<file path="src/rtl/ws2812b_pkg.sv">
// Shared types and default timing for the WS2812B transmitter.
// Default timings assume a 27 MHz clock.
package ws2812b_pkg;

    typedef enum logic [1:0] {
        IDLE,
        BIT,
        LATCH
    } state_t;

    localparam int DEF_NUM_LEDS     = 1;
    localparam int DEF_T0H_CYCLES   = 10;
    localparam int DEF_T1H_CYCLES   = 19;
    localparam int DEF_BIT_CYCLES   = 34;
    localparam int DEF_RESET_CYCLES = 8100;

    localparam int WORD_BITS = 24;
    localparam int FIRST_BIT = WORD_BITS - 1;

    // Field order is the wire order: green MSB leaves first, blue LSB last.
    typedef struct packed {
        logic [7:0] green;
        logic [7:0] red;
        logic [7:0] blue;
    } grb_t;

    function automatic grb_t pack_grb(input logic [7:0] red, input logic [7:0] green,
                                      input logic [7:0] blue);
        grb_t word;
        word.green = green;
        word.red   = red;
        word.blue  = blue;
        return word;
    endfunction

endpackage

</file>
<file path="src/rtl/ws2812b_if.sv">
// Handshake and pin bundle between the colour source and the WS2812B transmitter.
interface ws2812b_if;

    logic       i_send;
    logic [7:0] i_red;
    logic [7:0] i_green;
    logic [7:0] i_blue;
    logic       o_dout;
    logic       o_busy;
    logic       o_done;

    modport master (
        output i_send, i_red, i_green, i_blue,
        input  o_dout, o_busy, o_done
    );

    modport slave (
        input  i_send, i_red, i_green, i_blue,
        output o_dout, o_busy, o_done
    );

endinterface

</file>
<file path="src/rtl/ws2812b_bit_encoder.sv">
// Produces one WS2812B bit waveform of BIT_CYCLES cycles per start strobe.
// A start on the last cycle chains the next bit with no gap on the line.
module ws2812b_bit_encoder
    import ws2812b_pkg::*;
#(
    parameter int T0H_CYCLES = DEF_T0H_CYCLES,
    parameter int T1H_CYCLES = DEF_T1H_CYCLES,
    parameter int BIT_CYCLES = DEF_BIT_CYCLES
) (
    input  logic clk,
    input  logic rst_n,
    input  logic start,
    input  logic bit_val,
    output logic dout,
    output logic last_cycle
);

    localparam int CYC_W = $clog2(BIT_CYCLES) + 1;
    localparam logic [CYC_W-1:0] CYC_LAST = CYC_W'(BIT_CYCLES - 1);
    localparam logic [CYC_W-1:0] HIGH0    = CYC_W'(T0H_CYCLES);
    localparam logic [CYC_W-1:0] HIGH1    = CYC_W'(T1H_CYCLES);

    logic [CYC_W-1:0] cyc_cnt;
    logic [CYC_W-1:0] cyc_next;
    logic             active;
    logic             bit_q;

    assign cyc_next   = cyc_cnt + CYC_W'(1);
    assign last_cycle = active && (cyc_cnt == CYC_LAST);

    // The line rises on start because every legal high time is at least one cycle.
    always_ff @(posedge clk) begin
        if (!rst_n) begin
            cyc_cnt <= '0;
            active  <= 1'b0;
            bit_q   <= 1'b0;
            dout    <= 1'b0;
        end else if (start) begin
            cyc_cnt <= '0;
            active  <= 1'b1;
            bit_q   <= bit_val;
            dout    <= 1'b1;
        end else if (last_cycle) begin
            cyc_cnt <= '0;
            active  <= 1'b0;
            dout    <= 1'b0;
        end else if (active) begin
            cyc_cnt <= cyc_next;
            dout    <= cyc_next < (bit_q ? HIGH1 : HIGH0);
        end
    end

endmodule

</file>
<file path="src/rtl/ws2812b_tx.sv">
// WS2812B frame transmitter: sends one GRB word to every pixel of the chain,
// then holds the line low for the latch interval before signalling done.
module ws2812b_tx
    import ws2812b_pkg::*;
#(
    parameter int NUM_LEDS     = DEF_NUM_LEDS,
    parameter int T0H_CYCLES   = DEF_T0H_CYCLES,
    parameter int T1H_CYCLES   = DEF_T1H_CYCLES,
    parameter int BIT_CYCLES   = DEF_BIT_CYCLES,
    parameter int RESET_CYCLES = DEF_RESET_CYCLES
) (
    input  logic i_clk,
    input  logic i_rst_n,
    ws2812b_if.slave bus
);

    if (!(T0H_CYCLES >= 1 && T0H_CYCLES < T1H_CYCLES && T1H_CYCLES < BIT_CYCLES &&
          NUM_LEDS >= 1 && RESET_CYCLES >= 1)) begin : g_bad_params
        $error("ws2812b_tx: illegal timing or pixel-count parameters");
    end

    localparam int BIT_W = $clog2(FIRST_BIT) + 1;
    localparam int IDX_W = $clog2(WORD_BITS);
    localparam int LED_W = $clog2(NUM_LEDS) + 1;
    localparam int LAT_W = $clog2(RESET_CYCLES) + 1;
    localparam logic [LED_W-1:0] LED_LAST = LED_W'(NUM_LEDS - 1);
    localparam logic [LAT_W-1:0] LAT_LAST = LAT_W'(RESET_CYCLES - 1);

    state_t           state;
    grb_t             word;
    grb_t             send_word;
    logic [BIT_W-1:0] bit_cnt;
    logic [IDX_W-1:0] bit_idx;
    logic [LED_W-1:0] led_cnt;
    logic [LAT_W-1:0] lat_cnt;
    logic             busy_q;
    logic             done_q;
    logic             enc_start;
    logic             enc_bit;
    logic             enc_last;
    logic             enc_dout;

    // Choose the next bit to hand the encoder, including the wrap to the next pixel.
    always_comb begin
        send_word = pack_grb(bus.i_red, bus.i_green, bus.i_blue);
        bit_idx   = IDX_W'(bit_cnt - BIT_W'(1));
        enc_start = 1'b0;
        enc_bit   = 1'b0;
        case (state)
            IDLE: begin
                if (bus.i_send) begin
                    enc_start = 1'b1;
                    enc_bit   = send_word[FIRST_BIT];
                end
            end
            BIT: begin
                if (enc_last) begin
                    if (bit_cnt != '0) begin
                        enc_start = 1'b1;
                        enc_bit   = word[bit_idx];
                    end else if (led_cnt != LED_LAST) begin
                        enc_start = 1'b1;
                        enc_bit   = word[FIRST_BIT];
                    end
                end
            end
            default: ;
        endcase
    end

    always_ff @(posedge i_clk) begin
        if (!i_rst_n) begin
            state   <= IDLE;
            word    <= '0;
            bit_cnt <= '0;
            led_cnt <= '0;
            lat_cnt <= '0;
            busy_q  <= 1'b0;
            done_q  <= 1'b0;
        end else begin
            done_q <= 1'b0;
            case (state)
                IDLE: begin
                    if (bus.i_send) begin
                        word    <= send_word;
                        bit_cnt <= BIT_W'(FIRST_BIT);
                        led_cnt <= '0;
                        busy_q  <= 1'b1;
                        state   <= BIT;
                    end
                end
                BIT: begin
                    if (enc_last) begin
                        if (bit_cnt != '0) begin
                            bit_cnt <= bit_cnt - BIT_W'(1);
                        end else if (led_cnt != LED_LAST) begin
                            led_cnt <= led_cnt + LED_W'(1);
                            bit_cnt <= BIT_W'(FIRST_BIT);
                        end else begin
                            lat_cnt <= '0;
                            state   <= LATCH;
                        end
                    end
                end
                LATCH: begin
                    if (lat_cnt == LAT_LAST) begin
                        busy_q <= 1'b0;
                        done_q <= 1'b1;
                        state  <= IDLE;
                    end else begin
                        lat_cnt <= lat_cnt + LAT_W'(1);
                    end
                end
                default: state <= IDLE;
            endcase
        end
    end

    ws2812b_bit_encoder #(
        .T0H_CYCLES (T0H_CYCLES),
        .T1H_CYCLES (T1H_CYCLES),
        .BIT_CYCLES (BIT_CYCLES)
    ) u_encoder (
        .clk        (i_clk),
        .rst_n      (i_rst_n),
        .start      (enc_start),
        .bit_val    (enc_bit),
        .dout       (enc_dout),
        .last_cycle (enc_last)
    );

    assign bus.o_dout = enc_dout;
    assign bus.o_busy = busy_q;
    assign bus.o_done = done_q;

endmodule

</file>
<file path="src/flat_wrapper.sv">
// flat-port wrapper written by rule: the top's interface ports become plain ports
module ws2812b_tx_flat import ws2812b_pkg::*;
#(
    parameter int NUM_LEDS     = DEF_NUM_LEDS,
    parameter int T0H_CYCLES   = DEF_T0H_CYCLES,
    parameter int T1H_CYCLES   = DEF_T1H_CYCLES,
    parameter int BIT_CYCLES   = DEF_BIT_CYCLES,
    parameter int RESET_CYCLES = DEF_RESET_CYCLES
)
  (i_clk, i_rst_n, bus_i_send, bus_i_red, bus_i_green, bus_i_blue, bus_o_dout, bus_o_busy, bus_o_done);
  ws2812b_if bus_i ();
  input  logic i_clk;
  input  logic i_rst_n;
  input wire logic [$bits(bus_i.i_send)-1:0] bus_i_send;
  input wire logic [$bits(bus_i.i_red)-1:0] bus_i_red;
  input wire logic [$bits(bus_i.i_green)-1:0] bus_i_green;
  input wire logic [$bits(bus_i.i_blue)-1:0] bus_i_blue;
  output wire logic [$bits(bus_i.o_dout)-1:0] bus_o_dout;
  output wire logic [$bits(bus_i.o_busy)-1:0] bus_o_busy;
  output wire logic [$bits(bus_i.o_done)-1:0] bus_o_done;
  assign bus_i.i_send = bus_i_send;
  assign bus_i.i_red = bus_i_red;
  assign bus_i.i_green = bus_i_green;
  assign bus_i.i_blue = bus_i_blue;
  assign bus_o_dout = bus_i.o_dout;
  assign bus_o_busy = bus_i.o_busy;
  assign bus_o_done = bus_i.o_done;
  ws2812b_tx #(.NUM_LEDS(NUM_LEDS), .T0H_CYCLES(T0H_CYCLES), .T1H_CYCLES(T1H_CYCLES), .BIT_CYCLES(BIT_CYCLES), .RESET_CYCLES(RESET_CYCLES)) u_core (.i_clk(i_clk), .i_rst_n(i_rst_n), .bus(bus_i));
endmodule
</file>
<file path="config.mk">
export PLATFORM = sky130hd
export DESIGN_NAME = ws2812b_tx_flat
export DESIGN_NICKNAME = d
export VERILOG_FILES = /design/src/rtl/ws2812b_pkg.sv /design/src/rtl/ws2812b_if.sv /design/src/rtl/ws2812b_bit_encoder.sv /design/src/rtl/ws2812b_tx.sv /design/src/flat_wrapper.sv
export SDC_FILE = /design/constraint.sdc
export NUM_CORES = 1
export LEC_CHECK = 0
export BUFFER_PORTS_ARGS = -buffer_cell sky130_fd_sc_hd__buf_2
export CAP_MARGIN = 20
export CORE_MARGIN = 1
export CORE_UTILIZATION = 55
export DETAILED_ROUTE_END_ITERATION = 8
export PLACE_DENSITY_LB_ADDON = 0.1
export SYNTH_ARGS = -nofsm -noshare
export SYNTH_HDL_FRONTEND = slang
export SYNTH_SLANG_ARGS = --single-unit
export TNS_END_PERCENT = 5
</file>
<file path="constraint.sdc">
create_clock -name i_clk -period 2.99 [get_ports i_clk]
set_input_delay 0.598 -clock i_clk [delete_from_list [all_inputs] [get_ports i_clk]]
set_output_delay 0.598 -clock i_clk [all_outputs]
set_load 0.02 [all_outputs]
</file>
==> flow_metrics.py <==
metrics = {
    "layout": {
        "drive_gt1_frac": 0.1516,
        "diodes": 0,
        "final_common_cell": "nand2_1",
        "instances_no_fill": 443,
        "fillers": 426,
        "finish.net_count": 404,
        "layout_common_cells": "nand2_1, dfxtp_1, nor2_1, a21oi_1, buf_2",
        "area_growth_pct": 13.76,
    },
    "power": {
        "cellLeakagePower_nw": 1.213,
        "pwr_density_cell_nw_per_um2": 570.5,
        "total_power_mw": 1.823,
        "ir_drop_mv": 0.3651,
    },
    "clock_tree": {
        "h-tree-depth": 3,
        "cts_resized": 0,
        "clock_path_buffers": 2,
        "cts_tree": "done",
        "post_cts_buffers": 0,
        "clkTransAtPathRegs_ps": 70,
        "hold_buffers": 0,
        "worstSkewPairLatency_ps": 330,
        "cts_sinks": 58,
        "cts_buffers": 9,
        "root_buffer": "clkbuf_8",
    },
    "route": {
        "dr.first_iter.drc_count": 129,
        "ant_nets": 0,
        "wl_per_cell_microns": 13.23,
        "viasPerCell": 5.442,
        "drc": 0,
        "drtPass1Iterations": 4,
        "vias": 2411,
        "totalWireLength_microns": 5860,
    },
    "sta": {
        "relSlewSlack": 0.5337,
        "fin_tns_setup_ps": 0,
        "skew_ps": 7.974,
        "post-route-period-util": 0.8347,
        "fin_crit_ps": 2496,
        "worst_slew_pin_slew_ps": 698.8,
        "fmax_ghz": 0.4007,
        "hold_viol": 0,
        "finalWorstSetupSlack_ps": 494.2,
        "rsz0062_at_grt": "false",
        "setup_violations": 0,
        "slew_violations": 0,
    },
    "synth": {
        "seq_area_frac_synth": 0.4134,
        "yosys.area.top_type_share": 0.4134,
        "netlist_area_sq_um": 2809,
        "netlist_top_cells_area": "dfxtp_1, nand2_1, a21oi_1",
        "synthArstFlopShare": 0,
        "syn_nets": 377,
        "ys.flop_type": "dfxtp_1",
        "ys_ff_latch": 58,
        "synthCells": 344,
        "synth-edff-count": 0,
        "yosys.area.top_type": "dfxtp_1",
        "synth_cell_types": 47,
        "yosysWarnings": 0,
        "avgSynthCellArea_sq_um": 8.166,
    },
    "min_path": {
        "min_from": "u_core.word[8]$_SDFFE_PN0P_",
        "worstHoldEndpoint": "u_core.word[8]$_SDFFE_PN0P_",
        "hold-path-cell-count": 2,
        "hold_class": "flop to flop",
    },
    "floorplanning": {
        "io_pins": 30,
        "die_area_sq_um": 5397,
        "fp.dieH_microns": 73.47,
        "core_region_area_sq_um": 4817,
        "rows": 25,
        "dieWidth_microns": 73.47,
        "initial_utilization": 0.5831,
    },
    "setup_path": {
        "path_class": "flop to flop",
        "cp.required_ps": 3260,
        "startpoint_type": "flop",
        "crit_path_max_fanout": 12,
        "r2r_setup_slack_ps": 490,
        "r2r_cells": 8,
        "cp.arrival_ps": 2770,
        "r2r-end": "u_core.u_encoder.bit_q$_SDFFE_PN0P_",
        "r2r-start": "u_core.bit_cnt[0]$_SDFFE_PN0P_",
        "end_kind": "flop",
    },
    "placement": {
        "place_congestion": 0.8396,
        "hpwlAfterDp_microns": 4167,
        "portBuffers": 29,
        "pre_cts_slack_ps": 495.0,
        "dp.cells": 427,
    },
    "grt": {
        "first_global_vias": 2243,
        "grt_pass1_wl_microns": 9673,
        "grt_antenna_before_repair": 0,
        "overflow": 0,
        "grtUsageTotal": 0.2372,
        "grt_max_degree": 27,
    },
    "status": {
        "status": "finished, final reports clean",
    },
    "flow_run": {
        "cap_violations": 0,
    },
}
-- sequential cells by signal, summed over array words and instances, names as in the netlist --
register	cells
u_core.bus.o_busy	1
u_core.lat_cnt	14
u_core.state	2
u_core.word	24
u_core.u_encoder.active	1
u_core.bus.o_done	1
u_core.u_encoder.bit_q	1
u_core.u_encoder.dout	1
u_core.bit_cnt	6
u_core.u_encoder.cyc_cnt	7
-- per-layer routing --
metal  track usage  vias to the layer above  wire length (microns)
met5             0                        -                      0
met4        0.1154                        0                    112
met3       0.04801                       13                    177
met2        0.4016                       44                   2939
met1        0.2860                     1117                   2632
li1              -                     1237                      -
-- worst max-delay path by stage --
stage | startpoint | endpoint | slack, ps | cells after the start
after detailed placement | u_core.bit_cnt[0]$_SDFFE_PN0P_ | u_core.lat_cnt[12]$_SDFFE_PN0P_ | 490 | 8
after global placement | u_core.bit_cnt[0]$_SDFFE_PN0P_ | u_core.lat_cnt[7]$_SDFFE_PN0P_ | 580 | 8
after floorplan | u_core.bit_cnt[0]$_SDFFE_PN0P_ | u_core.u_encoder.bit_q$_SDFFE_PN0P_ | 640 | 10
after CTS | u_core.bit_cnt[0]$_SDFFE_PN0P_ | u_core.lat_cnt[12]$_SDFFE_PN0P_ | 490 | 8
after global routing | u_core.bit_cnt[0]$_SDFFE_PN0P_ | u_core.lat_cnt[11]$_SDFFE_PN0P_ | 230 | 8
final | u_core.bit_cnt[0]$_SDFFE_PN0P_ | u_core.u_encoder.bit_q$_SDFFE_PN0P_ | 490 | 8
-- metrics by stage --
step                hold WS [ps]  utilization  cell area [sq um]
floorplan                  431.8            -               2809
global placement           439.8       0.6197               2985
detailed placement         447.4       0.6197               2985
CTS                        455.4       0.6634               3196
global route               473.9       0.6634               3196
finish                     457.7       0.6634               3196
-- logic make-up after synthesis --
kind of cell    Yosys count  synth area share
simple gates            161            0.2686
compound gates           62            0.1319
flops                    58            0.4134
xor+xnor                 26           0.09043
buf+inv                  24           0.03875
mux                       7           0.03029
fa+ha+maj                 6           0.02673
-- cell usage after synthesis, drive strengths merged (4+ instances only) --
cell type / instances
a21oi: 33
ha: 6
clkbuf: 11
xor2: 11
nor3b: 4
o21ai: 8
inv: 6
and2: 4
nor3: 12
mux2i: 4
nor4: 4
nor2b: 6
xnor2: 15
nand4: 5
buf: 6
nand2: 67
dfxtp: 58
nor2: 38
nand3: 6
a2111oi: 4
a31oi: 6
-- cell type report --
type	count	area (sq um)	area share
timing repair buffer	33	175.2	0.05482
tap	67	83.83	0.02623
clock buffer	11	131.4	0.04111
multi-input combinational	262	1539	0.4816
sequential	58	1161	0.3634
clock inverter	5	78.83	0.02467
inverter	7	26.28	0.008222
-- where the power goes --
group | leakage (nW) | switching, mW | internal (mW)
registers | 0.473 | 0.0305 | 0.804
clock network | 0.107 | 0.301 | 0.468
logic | 0.632 | 0.125 | 0.0943
-- critical path: stages, from the launching register on --
cell and delay (ps):
dfxtp_1 520, inv_1 160, ha_1 370, xnor2_4 200
mux4_2 350, nor2_1 30, or4_1 540, a31oi_1 150
o21a_1 120
Note: power is estimated with default switching activity, not from simulation.
